$ cat src/rtl/toycpu_pkg.sv
// Shared toycpu definitions: program-loader state encoding,
// default frame header byte and a state classification helper.
package toycpu_pkg;

    typedef enum logic [2:0] {
        LD_IDLE,
        LD_COUNT,
        LD_DATA_HI,
        LD_DATA_LO,
        LD_CHECK,
        LD_DONE,
        LD_ERROR
    } ld_state_e;

    localparam logic [7:0] LD_HDR_DEFAULT = 8'hA5;

    // True for the states that make up an in-progress frame.
    function automatic logic ld_in_frame(input ld_state_e s);
        return (s == LD_COUNT)   || (s == LD_DATA_HI) ||
               (s == LD_DATA_LO) || (s == LD_CHECK);
    endfunction

endpackage

$ cat src/rtl/prog_loader_tmo.sv
// Inter-byte idle watchdog for the program loader: counts clk cycles
// since the last accepted byte while a frame is in progress.
module prog_loader_tmo #(
    parameter int TIMEOUT = 100000
) (
    input  logic clk,
    input  logic rst,
    input  logic run,
    input  logic kick,
    output logic expired
);

    localparam int CW = $clog2(TIMEOUT + 1);

    logic [CW-1:0] cnt_q;
    logic [CW-1:0] cnt_d;

    // Restart on every byte or outside a frame; saturate at TIMEOUT.
    always_comb begin
        cnt_d = cnt_q;
        if (!run || kick) begin
            cnt_d = '0;
        end else if (cnt_q != CW'(TIMEOUT)) begin
            cnt_d = cnt_q + CW'(1);
        end
    end

    // The edge that completes TIMEOUT idle cycles is the expiry edge.
    assign expired = run && !kick && (cnt_q == CW'(TIMEOUT - 1));

    // Counter register.
    always_ff @(posedge clk or posedge rst) begin
        if (rst) begin
            cnt_q <= '0;
        end else begin
            cnt_q <= cnt_d;
        end
    end

endmodule

$ cat src/rtl/prog_loader.sv
// Byte-stream program loader: parses HDR, N, 2N data bytes and an XOR
// checksum, writes 16-bit words to instruction memory, holds the CPU in reset.
module prog_loader
    import toycpu_pkg::*;
#(
    parameter int         DEPTH   = 128,
    parameter int         TIMEOUT = 100000,
    parameter logic [7:0] HDR     = LD_HDR_DEFAULT
) (
    input  logic                     clk,
    input  logic                     rst,
    input  logic [7:0]               rx_data,
    input  logic                     rx_valid,
    output logic                     imem_we,
    output logic [$clog2(DEPTH)-1:0] imem_addr,
    output logic [15:0]              imem_wdata,
    output logic                     cpu_rst,
    output logic                     busy,
    output logic                     err
);

    localparam int AW = $clog2(DEPTH);

    ld_state_e       state_q, state_d;
    logic [7:0]      n_q, n_d;
    logic [7:0]      hi_q, hi_d;
    logic [7:0]      chk_q, chk_d;
    logic [AW-1:0]   addr_q, addr_d;
    logic [15:0]     wdata_q, wdata_d;
    logic            we_q, we_d;
    logic            cpu_rst_q, cpu_rst_d;
    logic            busy_q, busy_d;
    logic            err_q, err_d;
    logic            tmo_expired;
    logic            last_word;

    prog_loader_tmo #(
        .TIMEOUT (TIMEOUT)
    ) u_tmo (
        .clk     (clk),
        .rst     (rst),
        .run     (busy_q),
        .kick    (rx_valid),
        .expired (tmo_expired)
    );

    assign last_word = (addr_q == AW'(n_q - 8'd1));

    // Next-state and output computation for the frame parser.
    always_comb begin
        state_d   = state_q;
        n_d       = n_q;
        hi_d      = hi_q;
        chk_d     = chk_q;
        addr_d    = addr_q;
        wdata_d   = wdata_q;
        we_d      = 1'b0;
        cpu_rst_d = cpu_rst_q;
        err_d     = err_q;

        // Advance the address the cycle after a write, except after the
        // final word so the address never leaves the memory range.
        if (we_q && state_q != LD_CHECK) begin
            addr_d = addr_q + AW'(1);
        end

        unique case (state_q)
            LD_IDLE, LD_DONE, LD_ERROR: begin
                if (rx_valid && rx_data == HDR) begin
                    state_d   = LD_COUNT;
                    cpu_rst_d = 1'b1;
                    err_d     = 1'b0;
                    chk_d     = 8'h00;
                end
            end
            LD_COUNT: begin
                if (rx_valid) begin
                    if (rx_data != 8'h00 && int'(rx_data) <= DEPTH) begin
                        n_d     = rx_data;
                        addr_d  = '0;
                        state_d = LD_DATA_HI;
                    end else begin
                        state_d = LD_ERROR;
                        err_d   = 1'b1;
                    end
                end
            end
            LD_DATA_HI: begin
                if (rx_valid) begin
                    hi_d    = rx_data;
                    chk_d   = chk_q ^ rx_data;
                    state_d = LD_DATA_LO;
                end
            end
            LD_DATA_LO: begin
                if (rx_valid) begin
                    chk_d   = chk_q ^ rx_data;
                    wdata_d = {hi_q, rx_data};
                    we_d    = 1'b1;
                    state_d = last_word ? LD_CHECK : LD_DATA_HI;
                end
            end
            LD_CHECK: begin
                if (rx_valid) begin
                    if (rx_data == chk_q) begin
                        state_d   = LD_DONE;
                        cpu_rst_d = 1'b0;
                    end else begin
                        state_d = LD_ERROR;
                        err_d   = 1'b1;
                    end
                end
            end
            default: begin
                state_d = LD_IDLE;
            end
        endcase

        if (tmo_expired) begin
            state_d = LD_ERROR;
            err_d   = 1'b1;
        end

        busy_d = ld_in_frame(state_d);
    end

    // State and registered outputs.
    always_ff @(posedge clk or posedge rst) begin
        if (rst) begin
            state_q   <= LD_IDLE;
            n_q       <= 8'h00;
            hi_q      <= 8'h00;
            chk_q     <= 8'h00;
            addr_q    <= '0;
            wdata_q   <= 16'h0000;
            we_q      <= 1'b0;
            cpu_rst_q <= 1'b0;
            busy_q    <= 1'b0;
            err_q     <= 1'b0;
        end else begin
            state_q   <= state_d;
            n_q       <= n_d;
            hi_q      <= hi_d;
            chk_q     <= chk_d;
            addr_q    <= addr_d;
            wdata_q   <= wdata_d;
            we_q      <= we_d;
            cpu_rst_q <= cpu_rst_d;
            busy_q    <= busy_d;
            err_q     <= err_d;
        end
    end

    assign imem_we    = we_q;
    assign imem_addr  = addr_q;
    assign imem_wdata = wdata_q;
    assign cpu_rst    = cpu_rst_q;
    assign busy       = busy_q;
    assign err        = err_q;

endmodule

$ cat config.mk
export PLATFORM = sky130hd
export DESIGN_NAME = prog_loader
export DESIGN_NICKNAME = d
export VERILOG_FILES = /design/src/rtl/toycpu_pkg.sv /design/src/rtl/prog_loader_tmo.sv /design/src/rtl/prog_loader.sv
export SDC_FILE = /design/constraint.sdc
export NUM_CORES = 1
export LEC_CHECK = 0
export ABC_AREA = 1
export BUFFER_PORTS_ARGS = -buffer_cell sky130_fd_sc_hd__buf_2
export CAP_MARGIN = 40
export CORE_ASPECT_RATIO = 0.5
export CORE_MARGIN = 1
export CORE_UTILIZATION = 59
export CTS_CLUSTER_SIZE = 8
export DETAILED_ROUTE_END_ITERATION = 7
export GPL_ROUTABILITY_DRIVEN = 1
export GPL_TIMING_DRIVEN = 0
export PLACE_DENSITY = 0.87
export RECOVER_POWER = 100
export SYNTH_ARGS = -nofsm -noshare
export SYNTH_HDL_FRONTEND = slang
export SYNTH_SLANG_ARGS = --single-unit
$ cat constraint.sdc
create_clock -name clk -period 2.35 [get_ports clk]
set_input_delay 0.3525 -clock clk [delete_from_list [all_inputs] [get_ports clk]]
set_output_delay 0.3525 -clock clk [all_outputs]
set_load 0.02 [all_outputs]
=== After elaboration in Yosys (flattened, before gate mapping) ===
Cells that the tools add are included.

* Register bits after elaboration: 70
* Output and inout port bits: 27
* Word-level logic and storage cells: 98

* $add $sub $neg: 3
* $lt $le $gt $ge: 1
* Equal/unequal tests: 25
* Muxes and demuxes: 32
* Bitwise logic cells: 1
* Reductions and logical operators: 25

{| class="wikitable"
|+ Operator list
! operator !! count
|-
| $mux W17 || 2
|-
| $mux W7 || 4
|-
| $mux W3 || 8
|-
| $ne A3 B3 Y1 const B || 6
|-
| $add A17 B1 Y17 const B || 1
|-
| $eq A17 B17 Y1 const B || 1
|-
| $ne A17 B17 Y1 const B || 1
|-
| $mux W8 || 2
|-
| $pmux W8 S2 || 1
|-
| $pmux W3 S5 || 1
|-
| $eq A3 B2 Y1 const B || 4
|-
| $eq A3 B3 Y1 const B || 4
|-
| $mux W1 || 11
|-
| $eq A8 B8 Y1 || 1
|-
| $eq A8 B8 Y1 const B || 1
|-
| $le A8 B8 Y1 const B || 1
|-
| $reduce_bool A8 Y1 || 1
|-
| $xor A8 B8 Y8 || 1
|-
| $add A7 B1 Y7 const B || 1
|-
| $eq A7 B7 Y1 || 1
|-
| $sub A7 B1 Y7 const B || 1
|-
| $eq A3 B1 Y1 const B || 2
|-
| $ne A2 B2 Y1 const B || 3
|-
| $reduce_and A3 Y1 || 2
|-
| other kinds (15) || 26
|}

=== Depth between registers and ports, before layout ===
* Depth in word-level cells: 10
* Depth in mapped cells: 18
* Depth with buffers taken out: 18

=== By module ===
A second synthesis with hierarchy kept.

* Cell total of the unflattened synthesis: 523
* Area total of the unflattened synthesis: 3,833.7 um^2

{| class="wikitable"
|+ Modules (own cells, without submodules)
! module !! times used !! cells an instance !! area an instance (um^2)
|-
| prog_loader || 1 || 361 || 2,772.7
|-
| prog_loader_tmo || 1 || 162 || 1,061.0
|}

=== Worst setup path before layout ===
No wires, ideal clock.

* Kind: register -> register
* Start: register n_q[0]
* End: register busy_q, in the netlist busy
* Library setup time: 0.113 ns
* Arrival: 1.527 ns
* Data required time: 2.237 ns
* Slack: 0.710 ns
* Stages on the path, launching flop included: 16
* Buffers on the path: 0
* Period minus slack after synthesis: 1.640 ns
* Cells stage by stage: dfrtp_1 inv_1 ha_1 nand2_1 nor2_1 nand2_1 nand2_1 nand2_1 nor2_1 nand3_1 nand2_1 nand4_1 nor2_1 nand2_1 nand2_1 inv_1

* Word-level cells in the longest chain between the ends: 10
* Elaborated cells on any way between the ends: 13

{| class="wikitable"
|+ Ends and longest elaborated chain
! element !! RTL line !! RTL
|-
| start, declared || prog_loader.sv:25 || <nowiki>logic [7:0] n_q, n_d;</nowiki>
|-
| start signal, assigned || prog_loader.sv:142 || <nowiki>n_q <= n_d;</nowiki>
|-
| $sub A7 B1 Y7 (*) || prog_loader.sv:47 || <nowiki>assign last_word = (addr_q == AW'(n_q - 8'd1));</nowiki>
|-
| $eq A7 B7 Y1 (*) || prog_loader.sv:47 ||
|-
| $mux W3 (*) || prog_loader.sv:100 || <nowiki>state_d = last_word ? LD_CHECK : LD_DATA_HI;</nowiki>
|-
| $mux W3 (*) || prog_loader.sv:96 || <nowiki>if (rx_valid) begin</nowiki>
|-
| $pmux W3 S5 (*) || prog_loader.sv:67 || <nowiki>unique case (state_q)</nowiki>
|-
| $mux W3 (*) || prog_loader.sv:119 || <nowiki>if (tmo_expired) begin</nowiki>
|-
| via state_d[1] || prog_loader.sv:24 || <nowiki>ld_state_e state_q, state_d;</nowiki>
|-
| $eq A3 B1 Y1 / $eq A3 B2 Y1 (equally long branches) || toycpu_pkg.sv:19 || <nowiki>return (s == LD_COUNT) || (s == LD_DATA_HI) ||</nowiki>
|-
| $logic_or A1 B1 Y1 (2 in a row) || toycpu_pkg.sv:19 ||
|-
| $logic_or A1 B1 Y1 (*) || toycpu_pkg.sv:20 || <nowiki>(s == LD_DATA_LO) || (s == LD_CHECK);</nowiki>
|-
| via busy_d || prog_loader.sv:32 || <nowiki>logic busy_q, busy_d;</nowiki>
|-
| end signal, assigned || prog_loader.sv:149 || <nowiki>busy_q <= busy_d;</nowiki>
|-
| end, declared || prog_loader.sv:32 ||
|}

Mark *: on every way through the listed nets, which the timed path passes. The rest lies on a longest branch.
A chain may end at the register's enable or synchronous reset.

=== Worst setup path in the final report ===
* Start: register state_q[1]
* End: register wdata_q[9], in the netlist imem_wdata[9]

* Word-level cells in the longest chain between the ends: 2

{| class="wikitable"
|+ Ends and longest elaborated chain
! element !! RTL line !! RTL
|-
| start, declared || prog_loader.sv:24 ||
|-
| start signal, assigned || prog_loader.sv:141 || <nowiki>state_q <= state_d;</nowiki>
|-
| $eq A3 B2 Y1 || prog_loader.sv:67 ||
|-
| $reduce_and A2 Y1 (no source line) || n/a ||
|-
| end signal, assigned || prog_loader.sv:146 || <nowiki>wdata_q <= wdata_d;</nowiki>
|-
| end, declared || prog_loader.sv:29 || <nowiki>logic [15:0] wdata_q, wdata_d;</nowiki>
|}

Every way passes these cells.

==> flow_summary.yaml <==
worst_setup_path:
  crit_end: "imem_wdata[9]"
  crit_arrival_ps: 2310
  r2r_cells: 10
  crit_fanout: 10
  cp_num_cells: 10
  path_buf_inv: 5
  reg2reg_to: "imem_wdata[9]"
  rr_startpoint: "state_q[1]"
  criticalPathCategory: "register to register"
  cp_top_family: "simple AND/OR/NAND/NOR gates"
  worst_setup_path_start_kind: "register"
  cp_slowest_cell: "nor2_1"
  worst_ep_required_time_ps: 2570
  crit_start: "state_q[1]"
  r2r_slack_ps: 260
  crit_path_end_kind: "register"
  cp_cell_sequence: "inv_2 > nor2_2 > inv_1 > nor2_8 > inv_4 > nor2_1 > inv_2 > buf_6 > nand2_1 > nand2_1"
  critical-path-max-stage-delay_ps: 570
synth:
  synth_edf_count: 0
  synth_flop_cell: "dfrtp_1"
  synth_xor_area_frac: 0.0285
  synthMuxAreaShare: 0
  synth_cells: 470
  yosys.area_share.adder: 0.0136
  ys_warn_count: 0
  netlist.area_leader.share: 0.475
  synth_nets: 485
  synth.area.top_cells: "dfrtp_1 48%, nand2_1 14%, inv_1 6.0%, o21ai_0 4.9%, nand3_1 3.4%"
  ys_types: 35
  yosysTopAreaCell: "dfrtp_1"
  synth_area_mm2: 0.00368
  synth_common_cells: "136 x nand2_1, 70 x dfrtp_1, 59 x inv_1"
  ys_seq_area_frac: 0.475
  synth-simple-area-share: 0.281
  synth.avg_cell_area_um2: 7.84
  synth_top_family_by_area: "simple AND/OR/NAND/NOR gates"
  yosysMostFrequentCell: "nand2_1"
  ys_seq_elements: 70
  synth_compound_area_frac: 0.120
  synth-async-reset-ratio: 1.00
pwr:
  ir_drop_mv: 0.553
  seqPwrFrac: 0.374
  powerDensity_mw_per_mm2: 1210
  total_power_mw: 5.09
  combPwrFrac: 0.376
  switching_share: 0.415
  intPower_mw: 2.98
  power_frac_clock: 0.250
  p_switching_mw: 2.11
  p_leak_nw: 2.08
clock_tree:
  clkLatencyLatePin_ps: 340
  clockRootBuffer: "clkbuf_16"
  ctsResizeCount: 0
  numCtsBuffers: 9
  clock_path_buffers: 2
  cts_tree: "built"
  cts_hold_buf: 1
  cts.sinks: 70
  htree_num_levels: 3
  post_cts_buffers: 0
  clk_pin_slew_worst_paths_ps: 60
grt:
  antenna_found_initial: 0
  grt_use_total: 0.273
  grt_pass1_wl_mm: 13.6
  grt-ovfl-total: 0
  grt_pass1_vias: 2941
  grt_max_degree: 61
floorplan:
  die_area_mm2: 0.00658
  fp.dieH_um: 57.9
  core_area_mm2: 0.00575
  start_util: 0.640
  die_w_um: 114
  row_count: 19
  pin_count: 38
layout:
  fin_cells: 609
  area_delta_synth_final_pct: 14.0
  fillers: 475
  final_util: 0.730
  fin_area_mm2: 0.00420
  n_antenna_cell: 0
  num-nets-final: 535
  drive_above_1_share: 0.103
placed_design:
  dp.cells: 592
  dpl-instance-area_mm2: 0.00401
  dp_hpwl_mm: 5.69
  io_buffers: 37
  gp_congestion: 0.928
sta:
  finalCriticalPeriod_ps: 2090
  max_slew_margin: 0.458
  setup_viol: 0
  tns_ps: 0
  worst_slew_pin_slew_ps: 813
  fin_skew_ps: 6.19
  hold_viol: 0
  finalCritPeriodShare: 0.890
  grt_setup_unrepaired: "false"
  fmax_mhz: 478
  drv_slew: 0
detailed_routing:
  wl_per_cell_um: 13.2
  via_per_inst: 5.33
  routed_wl_mm: 8.02
  ant_nets: 0
  drtIter0Drc: 218
  first_pass_iters: 6
  num_vias: 3245
  drc: 0
run:
  maxCapViolCount: 0
hold_path:
  worstHoldPathType: "input pin to register"
outcome:
  status: "finished, final reports clean"
-- cell usage in the layout (no fill, tap or decap), drive strengths merged, types with 2 or more instances in the layout --
cell type,count
buf,11
ha,4
inv,67
xnor2,10
nor4,3
a31oi,2
clkinvlp,3
o21ai,52
clkbuf,42
nand3,25
a21oi,15
dfrtp,70
a211oi,2
nand4,9
clkinv,4
nor3,8
nand2,146
nor2,43
xor2,2
-- state kept, by name, indices dropped and copies added (netlist names) --
signal / count
chk_q: 8
cpu_rst: 1
state_q: 3
imem_addr: 7
n_q: 7
u_tmo.cnt_q: 17
err: 1
busy: 1
imem_we: 1
imem_wdata: 16
hi_q: 8
-- how the worst min path moves through the flow --
stage / start / end / slack (ps) / depth (start not counted)
floorplan: hi_q[2] / imem_wdata[10] / 450 / 2
global placement: imem_wdata[10] / imem_wdata[10] / 450 / 2
detailed placement: rst / u_tmo.cnt_q[10] / 270 / 2
CTS: rx_data[4] / n_q[4] / 310 / 3
global route: rx_data[1] / n_q[1] / 330 / 3
finish: rx_data[2] / n_q[2] / 320 / 3
-- worst reg2reg max path, cell delays in order (launching register included) --
cell,delay (ps)
dfrtp_1,460
inv_2,70
nor2_2,70
inv_1,100
nor2_8,120
inv_4,60
nor2_1,570
inv_2,180
buf_6,200
nand2_1,80
nand2_1,60
-- area by class of cell --
| cell class | count | area (µm²) | area share |
|---|---|---|---|
| plain buffers | 5 | 33.8 | 0.00805 |
| flip-flops and latches | 70 | 1750 | 0.417 |
| clock buffers | 10 | 239 | 0.0569 |
| multi-input cells | 327 | 1590 | 0.380 |
| repair buffers | 39 | 168 | 0.0399 |
| inverters | 68 | 262 | 0.0623 |
| well taps | 84 | 105 | 0.0250 |
| clock inverters | 6 | 46.3 | 0.0110 |
-- through the flow --
step,setup WS [ps],hold slack (ps)
4_1_cts,417,307
6_report,259,320
3_5_place_dp,442,274
3_3_place_gp,-571,449
5_1_grt,107,327
2_1_floorplan,229,449
-- cells by family after synthesis --
| kind of cell | Yosys count |
|---|---|
| compound gates | 76 |
| xor+xnor | 12 |
| fa+ha+maj | 4 |
| buf+inv | 73 |
| flops | 70 |
| simple gates | 235 |
-- routing by layer --
layer	GRT usage	share of wire	up-vias
li1	-	-	1619
met1	0.356	0.46	1520
met2	0.439	0.47	90
met3	0.0732	0.051	16
met4	0.118	0.017	0
met5	0	0	-
-- power groups by stage --
stage / sequential [mW] / clock (mW) / combinational [mW]
after floorplan: 2.07 / 0 / 1.30
after global placement: 1.90 / 0 / 1.93
after detailed placement: 1.91 / 0 / 2.00
after CTS: 1.90 / 1.29 / 2.02
after global routing: 1.95 / 1.34 / 2.19
final: 1.90 / 1.27 / 1.92
Note: power is estimated with default switching activity, not from simulation.
